[config.mk]
export PLATFORM = sky130hd
export DESIGN_NAME = jt49_env
export DESIGN_NICKNAME = d
export VERILOG_FILES = /design/src/rtl/jt49_env.sv
export SDC_FILE = /design/constraint.sdc
export NUM_CORES = 1
export LEC_CHECK = 0
export ABC_AREA = 1
export BUFFER_PORTS_ARGS = -buffer_cell sky130_fd_sc_hd__buf_2
export CORE_MARGIN = 5
export CORE_UTILIZATION = 59
export CTS_BUF_LIST = sky130_fd_sc_hd__clkbuf_16
export CTS_CLUSTER_SIZE = 14
export DETAILED_ROUTE_END_ITERATION = 8
export GPL_TIMING_DRIVEN = 0
export PLACE_DENSITY = 0.81
export SKIP_CTS_REPAIR_TIMING = 1
export SLEW_MARGIN = 20
export SYNTH_ARGS = -nofsm -noshare
export SYNTH_HDL_FRONTEND = slang
export SYNTH_SLANG_ARGS = --single-unit
[constraint.sdc]
create_clock -name clk -period 2.5 [get_ports clk]
set_input_delay 0.125 -clock clk [delete_from_list [all_inputs] [get_ports clk]]
set_output_delay 0.125 -clock clk [all_outputs]
set_load 0.005 [all_outputs]
[src/rtl/jt49_env.sv]
// JT49 envelope generator: period counter, step counter and CONT/ATT/ALT/HOLD shape control.
// Optional macro JT49_ENV_STEP_EN adds env_step, a one-clk pulse on every step event.
module jt49_env #(
  parameter int ENV_BITS = 5,
  parameter int PER_W    = 16
) (
  input  logic                clk,
  input  logic                rst,
  input  logic                cen,
  input  logic [PER_W-1:0]    period,
  input  logic [3:0]          shape,
  input  logic                restart,
  output logic [ENV_BITS-1:0] env,
  output logic                env_stop
`ifdef JT49_ENV_STEP_EN
  ,
  output logic                env_step
`endif
);

  localparam logic [ENV_BITS-1:0] STEP_MAX = '1;

  logic [PER_W-1:0]    r_ctr;
  logic [ENV_BITS-1:0] r_step;
  logic                r_inv;
  logic [3:0]          r_shape;
  logic                r_stop;
  logic                r_zero;
  logic [ENV_BITS-1:0] r_env;

  logic [PER_W-1:0]    w_perM1;
  logic                w_tick;
  logic                w_stepEv;
  logic [PER_W-1:0]    w_ctrNxt;
  logic [ENV_BITS-1:0] w_stepNxt;
  logic                w_invNxt;
  logic [3:0]          w_shapeNxt;
  logic                w_stopNxt;
  logic                w_zeroNxt;
  logic [ENV_BITS-1:0] w_envNxt;

  // A zero period behaves as one; >= lets a shortened period step immediately.
  assign w_perM1  = (period == '0) ? '0 : period - PER_W'(1);
  assign w_tick   = cen && !r_stop;
  assign w_stepEv = w_tick && !restart && (r_ctr >= w_perM1);

  always_comb begin
    w_ctrNxt   = r_ctr;
    w_stepNxt  = r_step;
    w_invNxt   = r_inv;
    w_shapeNxt = r_shape;
    w_stopNxt  = r_stop;
    w_zeroNxt  = r_zero;
    if (restart) begin
      w_shapeNxt = shape;
      w_ctrNxt   = '0;
      w_stepNxt  = '0;
      w_invNxt   = ~shape[2];
      w_stopNxt  = 1'b0;
      w_zeroNxt  = 1'b0;
    end else if (w_tick) begin
      if (w_stepEv) begin
        w_ctrNxt = '0;
        if (r_step != STEP_MAX) begin
          w_stepNxt = r_step + ENV_BITS'(1);
        end else if (!r_shape[3]) begin
          w_stopNxt = 1'b1;
          w_zeroNxt = 1'b1;
        end else if (r_shape[0]) begin
          w_stopNxt = 1'b1;
          w_invNxt  = r_inv ^ r_shape[1];
        end else begin
          w_stepNxt = '0;
          w_invNxt  = r_inv ^ r_shape[1];
        end
      end else begin
        w_ctrNxt = r_ctr + PER_W'(1);
      end
    end
  end

  // The output register is fed from next-state values so env moves on the same edge as step.
  assign w_envNxt = w_zeroNxt ? '0 : (w_stepNxt ^ {ENV_BITS{w_invNxt}});

  always_ff @(posedge clk or posedge rst) begin
    if (rst) begin
      r_ctr   <= '0;
      r_step  <= '0;
      r_inv   <= 1'b0;
      r_shape <= '0;
      r_stop  <= 1'b1;
      r_zero  <= 1'b1;
      r_env   <= '0;
    end else begin
      r_ctr   <= w_ctrNxt;
      r_step  <= w_stepNxt;
      r_inv   <= w_invNxt;
      r_shape <= w_shapeNxt;
      r_stop  <= w_stopNxt;
      r_zero  <= w_zeroNxt;
      r_env   <= w_envNxt;
    end
  end

  assign env      = r_env;
  assign env_stop = r_stop;

`ifdef JT49_ENV_STEP_EN
  logic r_stepPulse;

  always_ff @(posedge clk or posedge rst) begin
    if (rst) r_stepPulse <= 1'b0;
    else     r_stepPulse <= w_stepEv;
  end

  assign env_step = r_stepPulse;
`endif

endmodule
==> impl_metrics.py, run 1 <==
metrics = {
    "status": {
        "status": "finished with violations",
        "violations": "hold timing, setup timing",
    },
    "placed_design": {
        "placed_cell_area_um2": 2790,
        "routabilityCongestion": 0.8660,
        "io_buffers": 29,
        "dpl_worst_slack_ns": -0.6415,
        "detailedPlacementHpwl_mm": 4.254,
        "dp_cells": 427,
    },
    "global_routing": {
        "grt_overflow": 0,
        "antenna_found_initial": 0,
        "grt_use_total_pct": 20.96,
        "grt_pass1_wl_mm": 10.26,
        "grt_pass1_vias": 2430,
        "grt_max_degree": 33,
    },
    "yosys": {
        "ys_ff_latch": 32,
        "synthCells": 346,
        "synth_warnings": 0,
        "synth_top_area_cell": "dfrtp_1",
        "synth_enable_flop_cells": 0,
        "syn_avg_cell_area_um2": 7.424,
        "synth.distinct_cells": 38,
        "synth_top_area_share_pct": 29.23,
        "synth_fp_nets": 391,
        "synth_common_cells": "nand2_1 (71), nor2_1 (40), inv_1 (33), dfrtp_1 (30), nand3_1 (26)",
        "synth_area_leaders": "dfrtp_1 (29%), nand2_1 (10%), ha_1 (10%), nor2_1 (5.8%), xor2_1 (5.8%)",
        "yosysMostFrequentCell": "nand2_1",
        "synthFlopType": "dfrtp_1",
        "async_flop_share_pct": 100.0,
        "syn_area_um2": 2569,
        "ys_seq_area_share_pct": 31.27,
    },
    "detailed_routing": {
        "dr.pass1.iters": 4,
        "post-route-drc-count": 0,
        "drt_wl_total_mm": 6.670,
        "antenna_left": 0,
        "vias_per_cell": 5.478,
        "wl_per_cell_um": 14.89,
        "num_vias": 2454,
        "drt_first_iter_violations": 83,
    },
    "power": {
        "powerDensity_nw_per_um2": 393.2,
        "irDropWorstVdd_uv": 496.1,
        "power_mw": 1.323,
        "leakagePower_nw": 1.601,
    },
    "sta": {
        "fin_worst_skew_ns": 0.006289,
        "period_needed_ns": 2.652,
        "rsz0062_at_grt": "yes",
        "fin_hold_ws_ns": -0.05686,
        "hold_viol": 30,
        "setup_viol": 21,
        "slew_headroom_pct": 54.05,
        "finalMaxSlewViolations": 0,
        "worst_slack_ns": -0.1520,
        "tightest_slew_ns": 0.6893,
        "fmax_mhz": 377.1,
        "min_period_over_period_pct": 106.1,
    },
    "final_layout": {
        "nFillCells": 296,
        "antenna_cells": 0,
        "final_area_um2": 3364,
        "synthToLayoutAreaGrowth_pct": 30.98,
        "drive_above_1_share_pct": 33.84,
        "layout.cells.non_filler": 448,
        "finalNetCount": 440,
        "final_core_util_pct": 78.35,
    },
    "floorplan": {
        "core_um2": 4294,
        "dieArea_um2": 5773,
        "ios": 30,
        "die_w_um": 75.98,
        "die_y_um": 75.98,
        "std_cell_rows": 24,
        "start_util_pct": 59.82,
    },
    "clock_tree": {
        "cts_buffers": 5,
        "cts_tree": "built",
        "clk_latency_ns": 0.27,
        "path_clk_slew_ns": 0.05,
        "root_buffer": "clkbuf_16",
        "cts.sink_count": 32,
        "cts_max_level": 2,
        "clockBufferDepth": 2,
    },
    "setup_path": {
        "end_kind": "flip-flop",
        "cp-start-kind": "primary input",
        "critical_path_required_ns": 2.65,
        "path_class": "in -> reg",
        "crit_arrival_ns": 2.81,
        "cp_max_fo": 5,
    },
    "job": {
        "maxCapViolations": 0,
    },
    "worst_hold_path": {
        "worstHoldPathType": "in -> async",
    },
}
==> critical path: stages <==
cell,delay (ns)
buf_8,0.10
nor2_4,0.10
nand4_1,0.16
nor3_2,0.24
nand2_1,0.12
nor2_4,0.17
nand3_2,0.08
xor2_1,0.17
nand2_1,0.11
ha_4,0.27
a21oi_2,0.13
o21ai_2,0.07
a21oi_2,0.17
nand2_4,0.10
buf_4,0.16
nand3_1,0.11
nand2_4,0.08
nor2_4,0.13
nand3_1,0.09
nand2_1,0.08
nor2_2,0.04
==> cell families after synthesis <==
group	after synthesis	share of synthesized area (%)
xor gates and xnor gates	21	7.160
adders and majority gates	21	10.23
and+or+nand+nor	185	35.61
AOI/OAI and AO/OA	39	8.379
DFF	32	31.27
buffers and inverters	48	7.355
==> path summary, 6_finish.rpt <==
check	from	depth (start not counted)	slack (ns)	end
min reg2reg	r_shape[1]	2	0.52	r_shape[1]
max reg2reg	r_step[1]	14	0.22	env[2]
min in group clk	shape[1]	3	0.05	r_shape[1]
max in group asynchronous	rst	2	2.12	r_step[0]
max	period[2]	21	-0.15	env[2]
min	rst	2	-0.06	r_ctr[12]
==> sequential cells by signal (all words and copies together), names as in the netlist <==
| signal | count |
|---|---|
| r_shape | 3 |
| r_step | 5 |
| r_zero | 1 |
| env_stop | 1 |
| r_ctr | 16 |
| r_inv | 1 |
| env | 5 |
==> metrics by stage <==
step	setup TNS (ns)	hold slack (ns)
global route	-5.810	0.009635
CTS	-7.543	-0.01999
finish	-1.484	-0.05686
global placement	-12.00	0.3268
detailed placement	-15.15	0.2680
floorplan	0	0.1935
==> cells in the final DEF, fill, tap and decap left out, drive strengths merged, types with 4 or more instances in the layout <==
master and n:
a21oi 16, buf 44, clkbuf 8, dfrtp 30
ha 21, inv 43, nand2 85, nand3 26
nand4 6, nor2 48, nor3 10, o21ai 17
or2 4, xnor2 4, xor2 17
==> metal layers <==
layer  up-vias  part of all wire [%]  global-route usage, %
met4         0                   2.5                  6.406
met2        66                    56                  40.24
met3        14                   4.9                  4.965
met5         -                     0                      0
met1      1147                    37                  22.08
li1       1227                     -                      -
==> where the power goes <==
part / switching [mW] / total [mW] / internal, mW
combinational: 0.134 / 0.216 / 0.0818
clock: 0.205 / 0.563 / 0.357
sequential: 0.00961 / 0.545 / 0.535
total: 0.349 / 1.32 / 0.974
==> final cells by class <==
type	instances	area [um^2]	share of cell area (%)
Multi-Input combinational cell	266	1846	54.85
Inverter	43	163.9	4.872
Clock inverter	3	11.26	0.3347
Sequential cell	32	803.3	23.88
Clock buffer	5	125.1	3.719
Buffer	5	47.55	1.413
Tap cell	52	65.06	1.934
Timing Repair Buffer	42	302.8	9.000
(Power assumes the default switching activity.)
==> run 2: changes to the inputs <==
--- a/config.mk
+++ b/config.mk
@@ -14,4 +14,5 @@
 export DETAILED_ROUTE_END_ITERATION = 8
 export GPL_TIMING_DRIVEN = 0
+export MAX_ROUTING_LAYER = met4
 export PLACE_DENSITY = 0.81
 export SKIP_CTS_REPAIR_TIMING = 1
==> constraint.sdc (replaced) <==
create_clock -name clk -period 2.5 [get_ports clk]
set_input_delay 0.375 -clock clk [delete_from_list [all_inputs] [get_ports clk]]
set_output_delay 0.375 -clock clk [all_outputs]
set_load 0.005 [all_outputs]
==> run 2 against run 1 <==
The flow finishes with violations (setup timing). Fmax decreased by 6.5%. Total power increased by 1.9%. Non-clock buffer count increased by 1. First-iteration DRC count increased by 20%. Cell count increased by 0.22%. Critical path type unchanged. Register-to-register slack got worse by 0.07 ns. Clock skew decreased by 0.0026 ns. Cell area increased by 0.67%.
==> impl_metrics.py, run 2 (synthesis results as in run 1) <==
metrics = {
    "status": {
        "status": "finished with violations",
        "violations": "setup timing",
    },
    "power": {
        "power_mw": 1.348,
        "leakagePower_nw": 1.590,
        "powerDensity_nw_per_um2": 398.1,
        "irDropWorstVdd_uv": 630.5,
    },
    "global_routing": {
        "antenna_found_initial": 0,
        "grt_use_total_pct": 20.53,
        "grtUsageMet3_pct": 3.783,
        "grt_use_met2_pct": 38.10,
        "use_met1_pct": 21.57,
        "grt_overflow": 0,
        "grt_pass1_wl_mm": 9.639,
        "grt_pass1_vias": 2295,
        "grt_max_degree": 33,
        "busiest_layer": "met2",
    },
    "floorplan": {
        "start_util_pct": 59.82,
        "die_w_um": 75.98,
        "ios": 30,
        "std_cell_rows": 24,
        "dieArea_um2": 5773,
        "die_y_um": 75.98,
        "core_um2": 4294,
    },
    "setup_path": {
        "r2r_start": "r_step[1]",
        "slowest_stage": "ha_4",
        "rrSetupSlack_ns": 0.15,
        "cp_cell_sequence": "buf_8 > nor2_4 > nand4_1 > nor3_2 > nand2_1 > nor2_4 > a21oi_1 > nand3b_1 > ha_4 > nand2_2 > nor3_4 > nand2_2 > nand2_4 > nand2_4 > buf_12 > inv_2 > a31oi_2 > nor2_4 > buf_4",
        "r2r-end": "env[3]",
        "critical_path_required_ns": 2.73,
        "path_delay_family": "simple AND/OR/NAND/NOR gates",
        "cp_num_buf_inv": 4,
        "cp_max_fo": 6,
        "cp-start-kind": "primary input",
        "path_class": "in -> reg",
        "r2r_cells": 14,
        "crit_arrival_ns": 3.06,
        "slowest_delay_ns": 0.30,
        "end_kind": "flip-flop",
        "cpMostUsedCell": "nor2_4",
    },
    "clock_tree": {
        "clk_latency_ns": 0.28,
        "cts.sink_count": 32,
        "cts_tree": "built",
        "path_clk_slew_ns": 0.05,
        "clockBufferDepth": 2,
        "root_buffer": "clkbuf_16",
        "cts_buffers": 5,
        "cts_max_level": 2,
    },
    "worst_hold_path": {
        "worstHoldPathType": "in -> async",
    },
    "final_layout": {
        "final_core_util_pct": 78.88,
        "regMostFlops": "r_ctr",
        "final_common_cell": "nand2_1",
        "layout_common_cells": "nand2_1 (63), inv_1 (30), dfrtp_1 (30)",
        "largest_register_ffs": 16,
        "synthToLayoutAreaGrowth_pct": 31.86,
        "finalNetCount": 441,
        "antenna_cells": 0,
        "drive_above_1_share_pct": 33.75,
    },
    "placed_design": {
        "routabilityCongestion": 0.8624,
        "io_buffers": 29,
        "detailedPlacementHpwl_mm": 4.280,
    },
    "sta": {
        "fin_worst_skew_ns": 0.003735,
        "fin_hold_ws_ns": 0.1883,
        "rsz0062_at_grt": "yes",
        "worst_slack_ns": -0.3350,
        "period_needed_ns": 2.835,
        "fmax_mhz": 352.7,
        "min_period_over_period_pct": 113.4,
        "hold_viol": 0,
        "finalMaxSlewViolations": 0,
        "slew_headroom_pct": 53.55,
        "tightest_slew_ns": 0.6967,
        "setup_viol": 29,
        "timing.setup.tns_ns": -6.541,
    },
    "detailed_routing": {
        "dr.pass1.iters": 4,
        "wl_per_cell_um": 14.59,
        "post-route-drc-count": 0,
        "num_vias": 2451,
        "drt_first_iter_violations": 100,
        "antenna_left": 0,
        "drt_wl_total_mm": 6.550,
        "vias_per_cell": 5.459,
    },
    "job": {
        "maxCapViolations": 0,
    },
}
run 2: cell types whose count changed in the layout (fill, tap and decap cells not counted), sizes merged:
cell | before | now
clkbuf | 8 | 9
clkinvlp | 0 | 2
inv | 43 | 41
run 2: cell type report:
cell class / instances / area, um^2
plain buffers: 5 / 56.30
clock buffers: 5 / 125.1
clock inverters: 3 / 18.77
fillers: 291 / 907.1
inverters: 43 / 161.4
multi-input cells: 266 / 1827
flip-flops and latches: 32 / 803.3
well taps: 52 / 65.06
repair buffers: 43 / 330.3
run 2: routing by layer:
metal  wire length, um  part of all wire (%)
met3               244                   3.7
met5                 0                     0
met2              3497                    53
met1              2552                    39
met4               255                   3.9
run 2: worst max path at each step:
stage / startpoint / end / depth (start not counted)
2_1_floorplan: period[5] / env[0] / 19
3_3_place_gp: period[5] / env[3] / 20
3_5_place_dp: period[5] / env[1] / 20
4_1_cts: period[5] / env[1] / 20
5_1_grt: period[6] / env[3] / 23
6_report: period[4] / r_zero / 19
run 2: worst reg2reg max path, stage by stage (launching register included):
cell and delay, ns:
dfrtp_1 0.40, ha_1 0.20, nand2_1 0.06, nor2_1 0.12
ha_1 0.21, clkbuf_1 0.35, inv_1 0.15, o21ai_0 0.26
nand3_2 0.13, nand2_4 0.09, nor2_4 0.05, inv_2 0.08
nand2_2 0.04, nand2_1 0.06, nor2_1 0.04
run 2: stage by stage:
stage | std cells | instance area, um^2 | setup slack, ns
after detailed placement | 427 | 2874 | -0.7182
after floorplan | 346 | 2664 | -0.1550
after global placement | 427 | 2874 | -0.6120
after global routing | 449 | 3387 | -0.5316
after CTS | 435 | 3018 | -0.4470
final | 449 | 3387 | -0.3350
run 2: where the power goes:
| part | switching, mW | internal [mW] | total [mW] | leakage [nW] |
|---|---|---|---|---|
| Clock | 0.227 | 0.364 | 0.591 | 0.0635 |
| Combinational | 0.130 | 0.0832 | 0.213 | 1.11 |
| Sequential | 0.00964 | 0.535 | 0.544 | 0.416 |
